## src/rtl/rgb_sort_pkg.sv

```systemverilog
// rgb_sort_pkg
// Shared definitions for the RGB block sorter: colour/ID widths, the FSM
// state type and the fixed table of 16 reference tile colours.
// Colours are packed {R[23:16], G[15:8], B[7:0]}.
package rgb_sort_pkg;

  localparam int NUM_BLK = 16;
  localparam int ID_W    = 4;
  localparam int COL_W   = 24;
  localparam int DIST_W  = 10;
  localparam int ORDER_W = NUM_BLK * ID_W;

  typedef enum logic {
    IDLE,
    RUN
  } state_e;

  // Reference colours indexed by tile ID. The concatenation lists ID 15
  // first because it lands in the most significant slot of the packed array.
  localparam logic [NUM_BLK-1:0][COL_W-1:0] REF_TABLE = {
    24'h000000,  // 15
    24'h0000ff,  // 14
    24'h007f00,  // 13
    24'h007fff,  // 12
    24'h00ff00,  // 11
    24'h00ffff,  // 10
    24'h7f0000,  // 9
    24'h7f00ff,  // 8
    24'h7f7f00,  // 7
    24'h7fff00,  // 6
    24'hff0000,  // 5
    24'hff00ff,  // 4
    24'hff7f00,  // 3
    24'hffff00,  // 2
    24'hffffff,  // 1
    24'hff7fff   // 0
  };

endpackage

```

## src/rtl/rgb_l1_dist.sv

```systemverilog
// rgb_l1_dist
// Combinational L1 (Manhattan) distance between two 24-bit RGB colours.
// Ports:
//   col_a_i : first colour  {R,G,B}
//   col_b_i : second colour {R,G,B}
//   dist_o  : |dR| + |dG| + |dB|, at most 765 so 10 bits never overflow
module rgb_l1_dist
  import rgb_sort_pkg::*;
(
  input  logic [COL_W-1:0]  col_a_i,
  input  logic [COL_W-1:0]  col_b_i,
  output logic [DIST_W-1:0] dist_o
);

  logic [7:0] diffR;
  logic [7:0] diffG;
  logic [7:0] diffB;

  function automatic logic [7:0] absDiff(input logic [7:0] a, input logic [7:0] b);
    return (a > b) ? (a - b) : (b - a);
  endfunction

  // Per-channel magnitudes are zero-extended before summing so the carry
  // out of the 8-bit channels is kept.
  always_comb begin
    diffR  = absDiff(col_a_i[23:16], col_b_i[23:16]);
    diffG  = absDiff(col_a_i[15:8],  col_b_i[15:8]);
    diffB  = absDiff(col_a_i[7:0],   col_b_i[7:0]);
    dist_o = {2'b00, diffR} + {2'b00, diffG} + {2'b00, diffB};
  end

endmodule

```

## src/rtl/rgb_block_sorter.sv

```systemverilog
// rgb_block_sorter
// Classifies 16 sampled tile colours to the nearest of 16 reference colours,
// one (block, reference) comparison per clock, and packs the resulting tile
// IDs into a 64-bit order word.
// Ports:
//   i_clk                : clock, rising edge
//   i_rst                : synchronous reset, active-high
//   i_start              : start request, only honoured while idle
//   i_block0..i_block15  : sampled block colours, captured on accepted start
//   o_order              : tile IDs, block i in o_order[63-4i -: 4]
//   o_done               : one-cycle pulse when o_order is complete
module rgb_block_sorter
  import rgb_sort_pkg::*;
(
  input  logic               i_clk,
  input  logic               i_rst,
  input  logic               i_start,
  input  logic [COL_W-1:0]   i_block0,
  input  logic [COL_W-1:0]   i_block1,
  input  logic [COL_W-1:0]   i_block2,
  input  logic [COL_W-1:0]   i_block3,
  input  logic [COL_W-1:0]   i_block4,
  input  logic [COL_W-1:0]   i_block5,
  input  logic [COL_W-1:0]   i_block6,
  input  logic [COL_W-1:0]   i_block7,
  input  logic [COL_W-1:0]   i_block8,
  input  logic [COL_W-1:0]   i_block9,
  input  logic [COL_W-1:0]   i_block10,
  input  logic [COL_W-1:0]   i_block11,
  input  logic [COL_W-1:0]   i_block12,
  input  logic [COL_W-1:0]   i_block13,
  input  logic [COL_W-1:0]   i_block14,
  input  logic [COL_W-1:0]   i_block15,
  output logic [ORDER_W-1:0] o_order,
  output logic               o_done
);

  localparam logic [ID_W-1:0]   LAST_IDX = ID_W'(NUM_BLK - 1);
  localparam logic [DIST_W-1:0] MAX_DIST = '1;

  state_e              state_q;
  logic [ID_W-1:0]     blkIdx_q;
  logic [ID_W-1:0]     refIdx_q;
  logic [DIST_W-1:0]   minDist_q;
  logic [ID_W-1:0]     minId_q;
  logic [ORDER_W-1:0]  order_q;
  logic                done_q;
  logic [COL_W-1:0]    colours_q [NUM_BLK];

  logic [COL_W-1:0]    blockIn [NUM_BLK];
  logic [COL_W-1:0]    curColour;
  logic [COL_W-1:0]    refColour;
  logic [DIST_W-1:0]   curDist;
  logic                takeNew;
  logic [DIST_W-1:0]   minDist_d;
  logic [ID_W-1:0]     minId_d;
  logic [ORDER_W-1:0]  order_d;

  assign blockIn = '{i_block0,  i_block1,  i_block2,  i_block3,
                     i_block4,  i_block5,  i_block6,  i_block7,
                     i_block8,  i_block9,  i_block10, i_block11,
                     i_block12, i_block13, i_block14, i_block15};

  // Snapshot of the block colours taken on the accepted start, so the source
  // is free to change them for the rest of the run.
  always_ff @(posedge i_clk) begin
    if (!i_rst && state_q == IDLE && i_start) begin
      for (int i = 0; i < NUM_BLK; i++) begin
        colours_q[i] <= blockIn[i];
      end
    end
  end

  always_comb begin
    curColour = colours_q[blkIdx_q];
    refColour = REF_TABLE[refIdx_q];
  end

  rgb_l1_dist u_dist (
    .col_a_i (curColour),
    .col_b_i (refColour),
    .dist_o  (curDist)
  );

  // Strict less-than: an equal distance never displaces an earlier (lower)
  // reference ID. The order word with the current block's nibble replaced
  // by the resolved winner is prepared here and committed on the last
  // reference of each block.
  always_comb begin
    takeNew   = (curDist < minDist_q);
    minDist_d = takeNew ? curDist : minDist_q;
    minId_d   = takeNew ? refIdx_q : minId_q;
    order_d   = order_q;
    for (int i = 0; i < NUM_BLK; i++) begin
      if (blkIdx_q == ID_W'(i)) begin
        order_d[ORDER_W-1-ID_W*i -: ID_W] = minId_d;
      end
    end
  end

  // Control FSM: IDLE waits for start, RUN walks 16 blocks x 16 references.
  always_ff @(posedge i_clk) begin
    if (i_rst) begin
      state_q   <= IDLE;
      blkIdx_q  <= '0;
      refIdx_q  <= '0;
      minDist_q <= '0;
      minId_q   <= '0;
      order_q   <= '0;
      done_q    <= 1'b0;
    end else begin
      done_q <= 1'b0;
      case (state_q)
        IDLE: begin
          if (i_start) begin
            blkIdx_q  <= '0;
            refIdx_q  <= '0;
            minDist_q <= MAX_DIST;
            minId_q   <= '0;
            state_q   <= RUN;
          end
        end
        RUN: begin
          if (refIdx_q == LAST_IDX) begin
            order_q   <= order_d;
            minDist_q <= MAX_DIST;
            minId_q   <= '0;
            refIdx_q  <= '0;
            blkIdx_q  <= blkIdx_q + 1'b1;
            if (blkIdx_q == LAST_IDX) begin
              done_q  <= 1'b1;
              state_q <= IDLE;
            end
          end else begin
            minDist_q <= minDist_d;
            minId_q   <= minId_d;
            refIdx_q  <= refIdx_q + 1'b1;
          end
        end
        default: state_q <= IDLE;
      endcase
    end
  end

  assign o_order = order_q;
  assign o_done  = done_q;

endmodule

```

## config.mk

```make
export PLATFORM = sky130hd
export DESIGN_NAME = rgb_block_sorter
export DESIGN_NICKNAME = d
export VERILOG_FILES = /design/src/rtl/rgb_sort_pkg.sv /design/src/rtl/rgb_l1_dist.sv /design/src/rtl/rgb_block_sorter.sv
export SDC_FILE = /design/constraint.sdc
export NUM_CORES = 1
export LEC_CHECK = 0
export BUFFER_PORTS_ARGS = -buffer_cell sky130_fd_sc_hd__buf_2
export CELL_PAD_IN_SITES_DETAIL_PLACEMENT = 1
export CELL_PAD_IN_SITES_GLOBAL_PLACEMENT = 2
export CORE_ASPECT_RATIO = 1.5
export CORE_UTILIZATION = 39
export DETAILED_ROUTE_END_ITERATION = 8
export PLACE_DENSITY_LB_ADDON = 0.1
export REMOVE_ABC_BUFFERS = 1
export SYNTH_ARGS = -nofsm -noshare
export SYNTH_HDL_FRONTEND = slang
export SYNTH_HIERARCHICAL = 1
export SYNTH_SLANG_ARGS = --single-unit
```

## constraint.sdc

```tcl
create_clock -name i_clk -period 25 [get_ports i_clk]
set_clock_uncertainty 0.15 [all_clocks]
set_input_delay 3.75 -clock i_clk [delete_from_list [all_inputs] [get_ports i_clk]]
set_output_delay 3.75 -clock i_clk [all_outputs]
set_load 0.05 [all_outputs]
```

# After elaboration in Yosys (flattened, before gate mapping)
# Memory sizes are Yosys's and may differ from the RTL's. A register that Yosys moved wholly into a read port is not among the register bits.
# Cells that the tools add are included.
# Widths: inputs -> output; s select.
op_classes:
  n_addsub: 10
  reduce_logical: 23
  n_eq_ne: 19
  order_cmp: 5
  n_mux: 27
  bitwise: 2
op_table:
  columns: ["op", "count"]
  rows:
  - ["$reduce_and 3->1", 16]
  - ["$sub 8x8->8", 6]
  - ["$eq 4x4->1 const B", 9]
  - ["$mux 4", 9]
  - ["$mux 10", 3]
  - ["$gt 8x8->1", 3]
  - ["$mux 24", 1]
  - ["$mux 8", 3]
  - ["$pmux 4 s2", 3]
  - ["$pmux 10 s2", 1]
  - ["$eq 4x3->1 const B", 4]
  - ["$add 10x8->10", 1]
  - ["$lt 10x10->1", 1]
  - ["$add 8x8->9", 1]
  - ["$add 4x1->4 const B", 2]
  - ["$eq 4x2->1 const B", 2]
  - ["$mux 1", 6]
  - ["$lt 4x5->1 const B", 1]
  - ["$eq 4x1->1 const B", 1]
  - ["$logic_not 4->1", 1]
  - ["$reduce_and 2->1", 2]
  - ["$ne 3x1->1 const B", 1]
  - ["$reduce_or 3->1", 1]
  - ["$logic_and 1x1->1", 2]
  - ["other kinds (5)", 6]
totals:
  memories: 2
  regBits: 88
  ramBits: 384
  romBits: 384
memory_table:
  columns: ["name", "words", "width", "rd", "rd_clocked_by_memory_dff", "wr", "line_no", "rtl"]
  rows:
  - ["(no name shown)", 16, 24, 1, 1, 0, "rgb_block_sorter.sv:76", "refColour = REF_TABLE[refIdx_q];"]
  - ["colours_q", 16, 24, 1, 1, 16, "rgb_block_sorter.sv:48", "logic [COL_W-1:0] colours_q [NUM_BLK];"]

# Longest topological paths before layout
depth:
  ltp_word: 10
  ltp_mapped: 32
  depth_no_buf: 27

# Hierarchy
# Netlist, hierarchy kept.
by_module_without_submodules:
  columns: ["mod", "seq_area_each_um2", "instances", "area_each_um2", "cells_each"]
  rows:
  - ["rgb_block_sorter", 13472.9, 1, 18370.1, 949]
  - ["rgb_l1_dist", 0.0, 1, 2556.2, 327]

# Worst setup path after synthesis
# OpenSTA, ideal clock, no wires.
synth_timing:
  path_kind: "input to register"
  from: "input port i_rst"
  to: "memory colours_q[0][0] (enable)"
  arrival_ps: 20076
  path_stages: 3
  setup_time_ps: 1138
  path_slack_ps: 3636
  required_ps: 23712
  path_cell_list: "clkbuf_1 -> clkbuf_1 -> nor2_1"
synth_rtl:
  columns: ["item", "line_no", "rtl"]
  rows:
  - ["from (decl)", "rgb_block_sorter.sv:16", "input logic i_rst,"]
  - ["to (decl)", "rgb_block_sorter.sv:48", null]

==> results.toml <==
[run_status]
status = "complete, no violations"

[synth]
synth-main-ff-cell = "edfxtp_1"
synth_edf_count = 384
synth-seq-cells = 481
async_flop_share_pct = 0
synth.largest_area_cell = "edfxtp_1"
synth_warnings = 6
syn_inst = 1276
ys_seq_area_share_pct = 64.38
ys_top_cells_by_count = "384 x edfxtp_1, 120 x mux4_2, 98 x inv_1, 97 x dfxtp_1, 86 x nor2_1"
syn_area_per_cell_sq_um = 16.40
synth.area.top_cells = "edfxtp_1 55%, mux4_2 13%, dfxtp_1 9.3%"
yosysTopAreaCellShare_pct = 55.10
yosysMostFrequentCell = "edfxtp_1"
synth_area_sq_um = 20930
synth.distinct_cells = 64

[power_and_ir_drop]
power.density_nw_per_um2 = 76.03
power_frac_seq_pct = 47.2
power_mw = 1.932
peakVddDrop_uv = 55.30
p_sw_share_pct = 25.53
p_sw_mw = 0.4931
power_frac_clock_pct = 37.9
p_leak_nw = 9.756
cell_internal_pwr_mw = 1.438
combPwrFrac_pct = 14.9

[sta]
tightest_slew_ns = 1.395
fmax_mhz = 112.8
rsz0062_at_grt = "no"
finalMaxSlewViolations = 0
hold_viol = 0
tns_ns = 0
period_share_pct = 35.47
final.setup.worst_slack_ns = 16.13
final-setup-viol-count = 0
relSlewSlack_pct = 7.018
hold_ws_ns = 0.2892
period_needed_ns = 8.868

[critical_path]
crit_family = "multiplexers"
crit_slowest_cell = "mux2i_2"
crit_type = "flop to flop"
required_ns = 25.26
critPathBufInv = 5
critPathMaxStageDelay_ns = 0.99
worst_path_most_repeated_cell = "inv_1"
critical_path_arrival_ns = 9.13
start_kind = "flop"
path_max_fanout = 45
end_kind = "flop"

[global_route]
grt_util_all_layers_pct = 19.16
gr-usage-met3_pct = 4.184
grt_pass1_vias = 13866
antenna_found_initial = 21
use_met2_pct = 35.47
grt_max_degree = 205
grt_overflow = 0
grt_util_met1_pct = 20.87
grt_pass1_wl_microns = 78580
busiest_layer = "met2"

[place]
dp_slack_ns = 15.99
port_buffers = 451
gp_congestion = 0.7861
placed_cells = 2350
dpl_cell_area_sq_um = 23760
hpwl_microns = 38040

[layout]
final_nets = 2193
fin_area_sq_um = 25410
nFillCells = 5325
fin_cells = 2461
final_layout_size_suffix_gt1_share_pct = 40.00
syn2layout_area_growth_pct = 21.41
final_core_util_pct = 48.08

[drt]
routed_wl_microns = 52090
drtAntennaViolNets = 0
drtIter0Drc = 349
vias = 12412
routedWlPerCell_microns = 21.16
drc_errors = 0
viasPerCell = 5.043
dr.pass1.iters = 5

[die]
core_sq_um = 52840
std_cell_rows = 103
die_y_microns = 285.7
boundaryPins = 452
die_w_microns = 191.1
die-area_sq_um = 54610
initial_core_util_pct = 39.60

[job]
maxCapViolCount = 0

[clocking]
htreeDepth = 2
clkSlewWorstSetupHoldPaths_ns = 0.06
cts_tree = "yes"
clockBufferDepth = 3
cts_root_buf = "clkbuf_16"
numCtsBuffers = 49
cts_resized = 0
clock_latency_ns = 0.58
post_cts_buffers = 0
holdBufCountCts = 0
numClockSinks = 481

[hold_path]
min_path_type = "flop to flop"
==> layer usage <==
metal | vias to the layer above | routed length, microns
met5 | - | 40
met4 | 8 | 1850
met3 | 96 | 2570
met2 | 356 | 28320
met1 | 6122 | 19310
li1 | 5830 | -
==> cells in the final DEF, fill, tap and decap left out, types with 4 or more instances in the layout <==
cell and n:
a211oi_1 50, a211oi_2 21, a21o_1 14, a21o_2 5, a21oi_1 34, a221oi_1 12, a22oi_1 4, a31oi_1 7
and2_1 11, buf_2 451, buf_4 11, bufinv_16 5, clkbuf_1 14, clkbuf_16 51, clkinv_1 10, clkinv_2 5
dfxtp_1 93, diode_2 19, edfxtp_1 384, fa_1 15, ha_1 72, inv_1 98, mux2_2 4, mux2i_1 18
mux4_2 120, nand2_1 36, nand3_1 11, nand3b_1 6, nand4_1 6, nor2_1 85, nor3_1 7, o21ai_0 16
xnor2_1 12, xor2_1 8
==> kinds of logic after synthesis <==
family,Yosys count,synth area share (%)
AOI/OAI and AO/OA,192,7.181
xor gates and xnor gates,20,0.8371
adders and majority gates,87,5.740
buffers and inverters,170,3.671
DFF,481,64.38
muxes,145,14.19
and+or+nand+nor,181,3.994
==> flip-flops by register name, indices dropped and copies added, names as in the netlist, named ones only <==
name	count
o_order	64
refIdx_q	4
state_q	1
minId_q	4
refColour	5
minDist_q	10
blkIdx_q	4
o_done	1
colours_q	384
==> power by group through the flow <==
stage                     clock [mW]  combinational, mW  sequential [mW]
after floorplan                    0              0.178            0.941
after global placement             0              0.285            0.927
after detailed placement           0              0.291            0.929
after CTS                      0.756              0.293            0.911
after global routing           0.781              0.320            0.914
final                          0.733              0.287            0.911
==> path summary, 6_finish.rpt <==
path	start	endpoint	slack, ns	depth (start not counted)
max	flop	o_order[1]	16.13	27
min	o_order[3]	o_order[3]	0.29	2
max reg2reg	flop	o_order[1]	16.13	27
min reg2reg	o_order[3]	o_order[3]	0.29	2
==> area by class of cell <==
cell class	instances	area [sq um]	share of cell area [%]
Tap cell	682	853.3	3.359
Inverter	99	371.6	1.463
Clock buffer	65	1329	5.230
Timing Repair Buffer	463	2360	9.288
Clock inverter	27	270.3	1.064
Sequential cell	481	13480	53.07
Multi-Input combinational cell	625	6693	26.34
Antenna cell	19	47.55	0.1871
==> worst min-delay path, stage by stage (launching register included) <==
cell and delay [ns]:
dfxtp_1 0.31, nand2_1 0.05, nand2_1 0.04
Note: power is estimated with default switching activity, not from simulation.
